<file path="config.mk">
export PLATFORM = sky130hd
export DESIGN_NAME = display_scan_ctrl
export DESIGN_NICKNAME = d
export VERILOG_FILES = /design/src/rtl/display_pkg.sv /design/src/rtl/display_scan_ctrl_timer.sv /design/src/rtl/display_scan_ctrl.sv
export SDC_FILE = /design/constraint.sdc
export NUM_CORES = 1
export LEC_CHECK = 0
export ABC_CLOCK_PERIOD_IN_PS = 2800
export CAP_MARGIN = 10
export CORE_ASPECT_RATIO = 0.9
export CORE_MARGIN = 1
export CORE_UTILIZATION = 25
export DETAILED_ROUTE_END_ITERATION = 12
export PLACE_DENSITY = 0.53
export SKIP_LAST_GASP = 1
export SYNTH_ARGS = -nofsm -noshare
export SYNTH_HDL_FRONTEND = slang
export SYNTH_HIERARCHICAL = 1
export SYNTH_SLANG_ARGS = --single-unit
</file>
<file path="constraint.sdc">
create_clock -name clk -period 2.8 [get_ports clk]
set_input_delay 0.56 -clock clk [delete_from_list [all_inputs] [get_ports clk]]
set_output_delay 0.56 -clock clk [all_outputs]
set_load 0.01 [all_outputs]
</file>
<file path="src/rtl/display_pkg.sv">
//------------------------------------------------------------------------------
// display_pkg
// Shared definitions for the 4-digit multiplexed 7-segment scan controller:
// scan state encoding, active-low anode enable constants and small helpers
// that map a digit slot onto its anode pattern and shadow nibble.
//------------------------------------------------------------------------------
package display_pkg;

   typedef enum logic [1:0] {
      ST_IDLE = 2'd0,
      ST_LOAD = 2'd1,
      ST_ON   = 2'd2,
      ST_GAP  = 2'd3
   } scan_state_e;

   // Active-low anode enables; DIG0 is the leftmost digit
   localparam logic [3:0] DIGIT_OFF = 4'b1111;
   localparam logic [3:0] DIG0      = 4'b0111;
   localparam logic [3:0] DIG1      = 4'b1011;
   localparam logic [3:0] DIG2      = 4'b1101;
   localparam logic [3:0] DIG3      = 4'b1110;

   // Anode pattern for a digit slot
   function automatic logic [3:0] dig_enable(input logic [1:0] sel);
      logic [3:0] r;
      case (sel)
         2'd0:    r = DIG0;
         2'd1:    r = DIG1;
         2'd2:    r = DIG2;
         2'd3:    r = DIG3;
         default: r = DIGIT_OFF;
      endcase
      return r;
   endfunction

   // Shadow nibble shown in a digit slot, most significant nibble first
   function automatic logic [3:0] nibble_of(input logic [15:0] v, input logic [1:0] sel);
      logic [3:0] r;
      case (sel)
         2'd0:    r = v[15:12];
         2'd1:    r = v[11:8];
         2'd2:    r = v[7:4];
         2'd3:    r = v[3:0];
         default: r = v[3:0];
      endcase
      return r;
   endfunction

   // True when the slot's nibble and all nibbles left of it are zero.
   // The rightmost slot is never considered a leading zero.
   function automatic logic lz_blank(input logic [15:0] v, input logic [1:0] sel);
      logic r;
      case (sel)
         2'd0:    r = (v[15:12] == 4'h0);
         2'd1:    r = (v[15:8] == 8'h00);
         2'd2:    r = (v[15:4] == 12'h000);
         2'd3:    r = 1'b0;
         default: r = 1'b0;
      endcase
      return r;
   endfunction

endpackage

</file>
<file path="src/rtl/display_scan_ctrl_timer.sv">
//------------------------------------------------------------------------------
// scan_slot_timer
// Loadable down-counter timing one scan state. The owning FSM loads the
// state's length on entry; done_o is high in the state's final cycle
// (count == 1). The counter stops at zero and never wraps.
//
// Ports:
//   clk        system clock, rising edge
//   reset      synchronous, active-high
//   load_i     load load_val_i this edge (has priority over counting)
//   load_val_i number of cycles the next state lasts
//   done_o     current cycle is the last one of the timed state
//------------------------------------------------------------------------------
module scan_slot_timer #(
   parameter int TW = 16
) (
   input  logic          clk,
   input  logic          reset,
   input  logic          load_i,
   input  logic [TW-1:0] load_val_i,
   output logic          done_o
);

   logic [TW-1:0] cnt_q;
   logic [TW-1:0] cnt_d;

   // Next count: load, else decrement while non-zero
   always_comb begin
      cnt_d = cnt_q;
      if (load_i) begin
         cnt_d = load_val_i;
      end else if (cnt_q != {TW{1'b0}}) begin
         cnt_d = cnt_q - {{(TW-1){1'b0}}, 1'b1};
      end else begin
         cnt_d = cnt_q;
      end
   end

   // Counter register
   always_ff @(posedge clk) begin
      if (reset) begin
         cnt_q <= {TW{1'b0}};
      end else begin
         cnt_q <= cnt_d;
      end
   end

   assign done_o = (cnt_q == {{(TW-1){1'b0}}, 1'b1});

endmodule

</file>
<file path="src/rtl/display_scan_ctrl.sv">
//------------------------------------------------------------------------------
// display_scan_ctrl
// Scan scheduler for a 4-digit multiplexed 7-segment display. A 16-bit value
// is copied into a shadow register only at frame start (LOAD) so a frame
// never mixes two values. Each frame drives the digits left to right for
// ON_CYCLES each, separated by GAP_CYCLES of all-off to prevent ghosting.
// Frame length is 4*(ON_CYCLES+GAP_CYCLES)+1 cycles.
//
// Ports:
//   clk          system clock, rising edge
//   reset        synchronous, active-high
//   enable       scan runs while high; a started frame always completes
//   count        value to display, [15:12] = leftmost digit
//   upd_req      request to capture count at the next frame start
//   upd_ack      one-cycle pulse in the LOAD cycle that captured count
//   digit_select active-low anode enables, 4'b1111 = all off
//   mux_o        nibble for the segment decoder (holds outside ON)
//   frame_start  one-cycle pulse in every LOAD cycle
//
// Build option: define SCAN_LZB_EN for leading-zero blanking (leading zero
// digits are switched off; the rightmost digit is always shown).
//------------------------------------------------------------------------------
module display_scan_ctrl
   import display_pkg::*;
#(
   parameter int ON_CYCLES  = 49000,
   parameter int GAP_CYCLES = 1000
) (
   input  logic        clk,
   input  logic        reset,
   input  logic        enable,
   input  logic [15:0] count,
   input  logic        upd_req,
   output logic        upd_ack,
   output logic [3:0]  digit_select,
   output logic [3:0]  mux_o,
   output logic        frame_start
);

   localparam int TW = $clog2(((ON_CYCLES > GAP_CYCLES) ? ON_CYCLES : GAP_CYCLES) + 1);
   localparam logic HAS_GAP = (GAP_CYCLES > 0);
   localparam logic [TW-1:0] ON_LEN  = TW'(ON_CYCLES);
   localparam logic [TW-1:0] GAP_LEN = TW'(GAP_CYCLES);

   scan_state_e state_q, state_d;
   logic [1:0]  sel_q, sel_d;
   logic [15:0] shadow_q, shadow_d;
   logic [3:0]  digit_select_q, digit_select_d;
   logic [3:0]  mux_q, mux_d;
   logic        upd_ack_q, upd_ack_d;
   logic        frame_start_q, frame_start_d;

   logic          tmr_load_s;
   logic [TW-1:0] tmr_val_s;
   logic          tmr_done_s;

   scan_state_e eos_state_s;
   logic [1:0]  eos_sel_s;
   logic        eos_load_s;

   scan_slot_timer #(
      .TW (TW)
   ) u_timer (
      .clk        (clk),
      .reset      (reset),
      .load_i     (tmr_load_s),
      .load_val_i (tmr_val_s),
      .done_o     (tmr_done_s)
   );

   // End-of-slot decision: next digit, next frame, or stop after digit 3
   always_comb begin
      eos_state_s = ST_IDLE;
      eos_sel_s   = sel_q;
      eos_load_s  = 1'b0;
      if (sel_q != 2'd3) begin
         eos_state_s = ST_ON;
         eos_sel_s   = sel_q + 2'd1;
         eos_load_s  = 1'b1;
      end else if (enable) begin
         eos_state_s = ST_LOAD;
      end else begin
         eos_state_s = ST_IDLE;
      end
   end

   // Next-state logic and timer loading on state entry
   always_comb begin
      state_d    = state_q;
      sel_d      = sel_q;
      tmr_load_s = 1'b0;
      tmr_val_s  = ON_LEN;
      case (state_q)
         ST_IDLE: begin
            if (enable) begin
               state_d = ST_LOAD;
            end else begin
               state_d = ST_IDLE;
            end
         end
         ST_LOAD: begin
            state_d    = ST_ON;
            sel_d      = 2'd0;
            tmr_load_s = 1'b1;
            tmr_val_s  = ON_LEN;
         end
         ST_ON: begin
            if (tmr_done_s && HAS_GAP) begin
               state_d    = ST_GAP;
               tmr_load_s = 1'b1;
               tmr_val_s  = GAP_LEN;
            end else if (tmr_done_s) begin
               state_d    = eos_state_s;
               sel_d      = eos_sel_s;
               tmr_load_s = eos_load_s;
               tmr_val_s  = ON_LEN;
            end else begin
               state_d = ST_ON;
            end
         end
         ST_GAP: begin
            if (tmr_done_s) begin
               state_d    = eos_state_s;
               sel_d      = eos_sel_s;
               tmr_load_s = eos_load_s;
               tmr_val_s  = ON_LEN;
            end else begin
               state_d = ST_GAP;
            end
         end
         default: begin
            state_d = ST_IDLE;
         end
      endcase
   end

   // Output values for the coming cycle, derived from the next state so the
   // registered outputs line up with the state they belong to
   always_comb begin
      shadow_d       = shadow_q;
      upd_ack_d      = 1'b0;
      frame_start_d  = 1'b0;
      digit_select_d = DIGIT_OFF;
      mux_d          = mux_q;
      case (state_d)
         ST_LOAD: begin
            frame_start_d = 1'b1;
            if (upd_req) begin
               shadow_d  = count;
               upd_ack_d = 1'b1;
            end else begin
               shadow_d  = shadow_q;
            end
         end
         ST_ON: begin
            mux_d = nibble_of(shadow_q, sel_d);
`ifdef SCAN_LZB_EN
            digit_select_d = lz_blank(shadow_q, sel_d) ? DIGIT_OFF : dig_enable(sel_d);
`else
            digit_select_d = dig_enable(sel_d);
`endif
         end
         default: begin
            digit_select_d = DIGIT_OFF;
         end
      endcase
   end

   // State and output registers
   always_ff @(posedge clk) begin
      if (reset) begin
         state_q        <= ST_IDLE;
         sel_q          <= 2'd0;
         shadow_q       <= 16'h0000;
         digit_select_q <= DIGIT_OFF;
         mux_q          <= 4'h0;
         upd_ack_q      <= 1'b0;
         frame_start_q  <= 1'b0;
      end else begin
         state_q        <= state_d;
         sel_q          <= sel_d;
         shadow_q       <= shadow_d;
         digit_select_q <= digit_select_d;
         mux_q          <= mux_d;
         upd_ack_q      <= upd_ack_d;
         frame_start_q  <= frame_start_d;
      end
   end

   assign digit_select = digit_select_q;
   assign mux_o        = mux_q;
   assign upd_ack      = upd_ack_q;
   assign frame_start  = frame_start_q;

endmodule

</file>
==> flow_summary.ini <==
[run_status]
outcome = completed

[yosys]
async_reset_ff_share_pct = 0
netlist_area_mm2 = 0.00233
syn_inst = 271
ys_warn_count = 6
synth_edf_count = 0
yosys_most_used_dff = dfxtp_1
synth_cell_types = 55
ys_ff_latch = 46
avgSynthCellArea_um2 = 8.61
synth_seq_area_share_pct = 39.5

[clock_network]
clock_sinks = 46
cts_max_level = 2
path_clk_slew_ps = 100
numCtsBuffers = 5
cts_hold_buf = 0
cts_root_buf = clkbuf_8
clockBufferDepth = 2
clock_latency_ps = 300
cts_tree = done
cts_setup_buffers = 0

[power_and_ir_drop]
ir_drop_uv = 231
power_per_cell_area_mw_per_mm2 = 666
p_leak_nw = 1.08

[floorplan]
core_area_mm2 = 0.00908
fp.dieH_um = 93.6
dieArea_mm2 = 0.00972
start_util_pct = 25.7
die_w_um = 104
pin_count = 30
rows = 33

[worst_setup_path]
slowest_delay_ps = 650
endpoint = mux_o[3]
crit_chain = nor4_1 -> nand2_1 -> nor2_1 -> a31o_2 -> nand2_1 -> a2111oi_0 -> a2111oi_2
required_ps = 2960
critical_path_class = reg2reg
path_delay_family = simple AND/OR/NAND/NOR gates
end_kind = register
worst-path-stages = 7
cp-start-kind = register
cp_common_cell = nand2_1
r2r_end = mux_o[3]
critPathMaxFanout = 11
r2r_slack_ps = 220
crit_start = u_timer/cnt_q[12]
critPathSlowestCell = a2111oi_0
path_buf_inv = 0
arrival_ps = 2740
reg2reg_depth = 7
rr_startpoint = u_timer/cnt_q[12]

[final_layout]
final_cell_mix = dfxtp_1 (46), clkdlybuf4s50_1 (29), nor2_1 (23), a21oi_1 (21)
final_common_cell = dfxtp_1
diodes = 0
fin_nets = 329
layout-drive-gt1-share_pct = 10.4
area.growth.synth_to_final_pct = 24.4

[sta]
clock-skew-final_ps = 11.0
drv_slew = 0
setup_ws_ps = 221
period_minus_slack_ps = 2580
worst_pin_slew_ps = 923
hold_viol = 0
min_period_over_period_pct = 92.1
slew_headroom_pct = 38.3
finalSetupViolCount = 0
final.setup.tns_ps = 0
rsz0062_at_grt = false
timing.fmax_mhz = 388

[grt]
grt_usage_pct = 12.7
antenna_found_initial = 0
grt_max_degree = 23
first_global_vias = 2003
grt_pass1_wl_um = 9950
overflow = 0

[route]
num_vias = 2144
drt_wl_total_um = 5870
first_pass_iters = 4
viasPerCell = 4.99
antenna_left = 0
drc = 0
wl_per_cell_um = 13.6
drt_iter0_drc = 126

[place]
dp_slack_ps = 300
dpl.hpwl_um = 4150
port_buffers = 29
place.gp.congestion = 0.774

[min_path]
min_path_type = reg2reg

[job]
maxCapViolations = 0
==> worst min-delay path by stage <==
| stage | from | depth (start not counted) | slack (ps) | to |
|---|---|---|---|---|
| finish | shadow_q[3] | 2 | 470 | shadow_q[3] |
| floorplan | shadow_q[0] | 2 | 440 | shadow_q[0] |
| detailed placement | shadow_q[4] | 2 | 460 | shadow_q[4] |
| global route | shadow_q[3] | 2 | 510 | shadow_q[3] |
| global placement | shadow_q[3] | 2 | 460 | shadow_q[3] |
| CTS | shadow_q[4] | 2 | 480 | shadow_q[4] |
==> tightest hold or removal path: cells and delay by family, from the launching register on <==
| kind | cells | cell delay, ps |
|---|---|---|
| compound gates | 2 | 120 |
| flops | 1 | 320 |
==> synth_stat cells, types with 2 or more instances <==
library cell / number / area, µm²
a2111oi_0: 5 / 43.8
a2111oi_1: 2 / 20.0
a2111oi_2: 2 / 30.0
a211oi_1: 3 / 22.5
a21o_1: 3 / 22.5
a21oi_1: 21 / 105
a221oi_1: 3 / 26.3
a311oi_2: 2 / 30.0
a31o_1: 2 / 17.5
and3_1: 5 / 31.3
buf_2: 6 / 30.0
clkbuf_1: 10 / 37.5
conb_1: 2 / 7.51
dfxtp_1: 46 / 921
ha_1: 2 / 25.0
inv_1: 12 / 45.0
mux2i_1: 5 / 50.1
nand2_1: 19 / 71.3
nand2b_1: 3 / 18.8
nand3_1: 6 / 30.0
nand3b_1: 2 / 15.0
nand4_1: 19 / 119
nor2_1: 23 / 86.3
nor3_1: 6 / 30.0
nor3b_1: 2 / 15.0
nor4_1: 3 / 18.8
o21ai_0: 7 / 35.0
o31a_1: 2 / 17.5
o31ai_1: 16 / 120
or4_1: 3 / 22.5
xnor2_1: 4 / 35.0
xor2_1: 2 / 17.5
==> through the flow <==
step	hold slack [ps]	utilization (%)	instance area [µm²]	power, mW	cells
6_report	475	31.9	2900	1.93	430
5_1_grt	506	31.9	2900	2.07	430
4_1_cts	480	31.9	2900	1.96	430
3_5_place_dp	464	30.8	2800	1.50	422
3_3_place_gp	461	30.8	2800	1.49	422
2_1_floorplan	444	-	2360	1.28	279
==> sequential cells by signal (all words and copies together) (netlist names) <==
name	count
upd_ack	1
u_timer/cnt_q	16
frame_start	1
digit_select	4
state_q	2
sel_q	2
mux_o	4
shadow_q	16
==> repair_timing <==
action	in CTS	in global routing
endpoints found under the hold margin	0	0
resized for setup	0	1
setup endpoints to repair	0	1
==> routing by layer <==
layer | wire length [µm] | up-vias | GRT usage (%)
li1 | - | 1087 | -
met1 | 3030 | 1007 | 17.9
met2 | 2560 | 43 | 19.3
met3 | 218 | 7 | 2.44
met4 | 58 | 0 | 4.05
met5 | 0 | - | 0
==> layout make-up <==
| class | instances | area, µm² |
|---|---|---|
| tap | 122 | 153 |
| timing repair buffer | 39 | 365 |
| inverter | 13 | 48.8 |
| clock inverter | 3 | 28.8 |
| multi-input combinational | 202 | 1320 |
| clock buffer | 5 | 68.8 |
| sequential | 46 | 921 |
| fill | 988 | 6180 |
==> power by group <==
group	total [mW]	internal, mW	switching, mW
Clock	0.450	0.187	0.262
Combinational	0.638	0.288	0.350
Sequential	0.844	0.741	0.103
==> kinds of logic after synthesis <==
kind of cell	synth area share, %
other	0.322
flip-flops	39.5
AND/OR/NAND/NOR	25.2
AO/OA/AOI/OAI	24.1
XOR/XNOR	2.25
buffers and inverters	5.47
adder cells (fa/ha/maj)	1.07
multiplexers	2.15
Power figures use the tool's default switching activity.
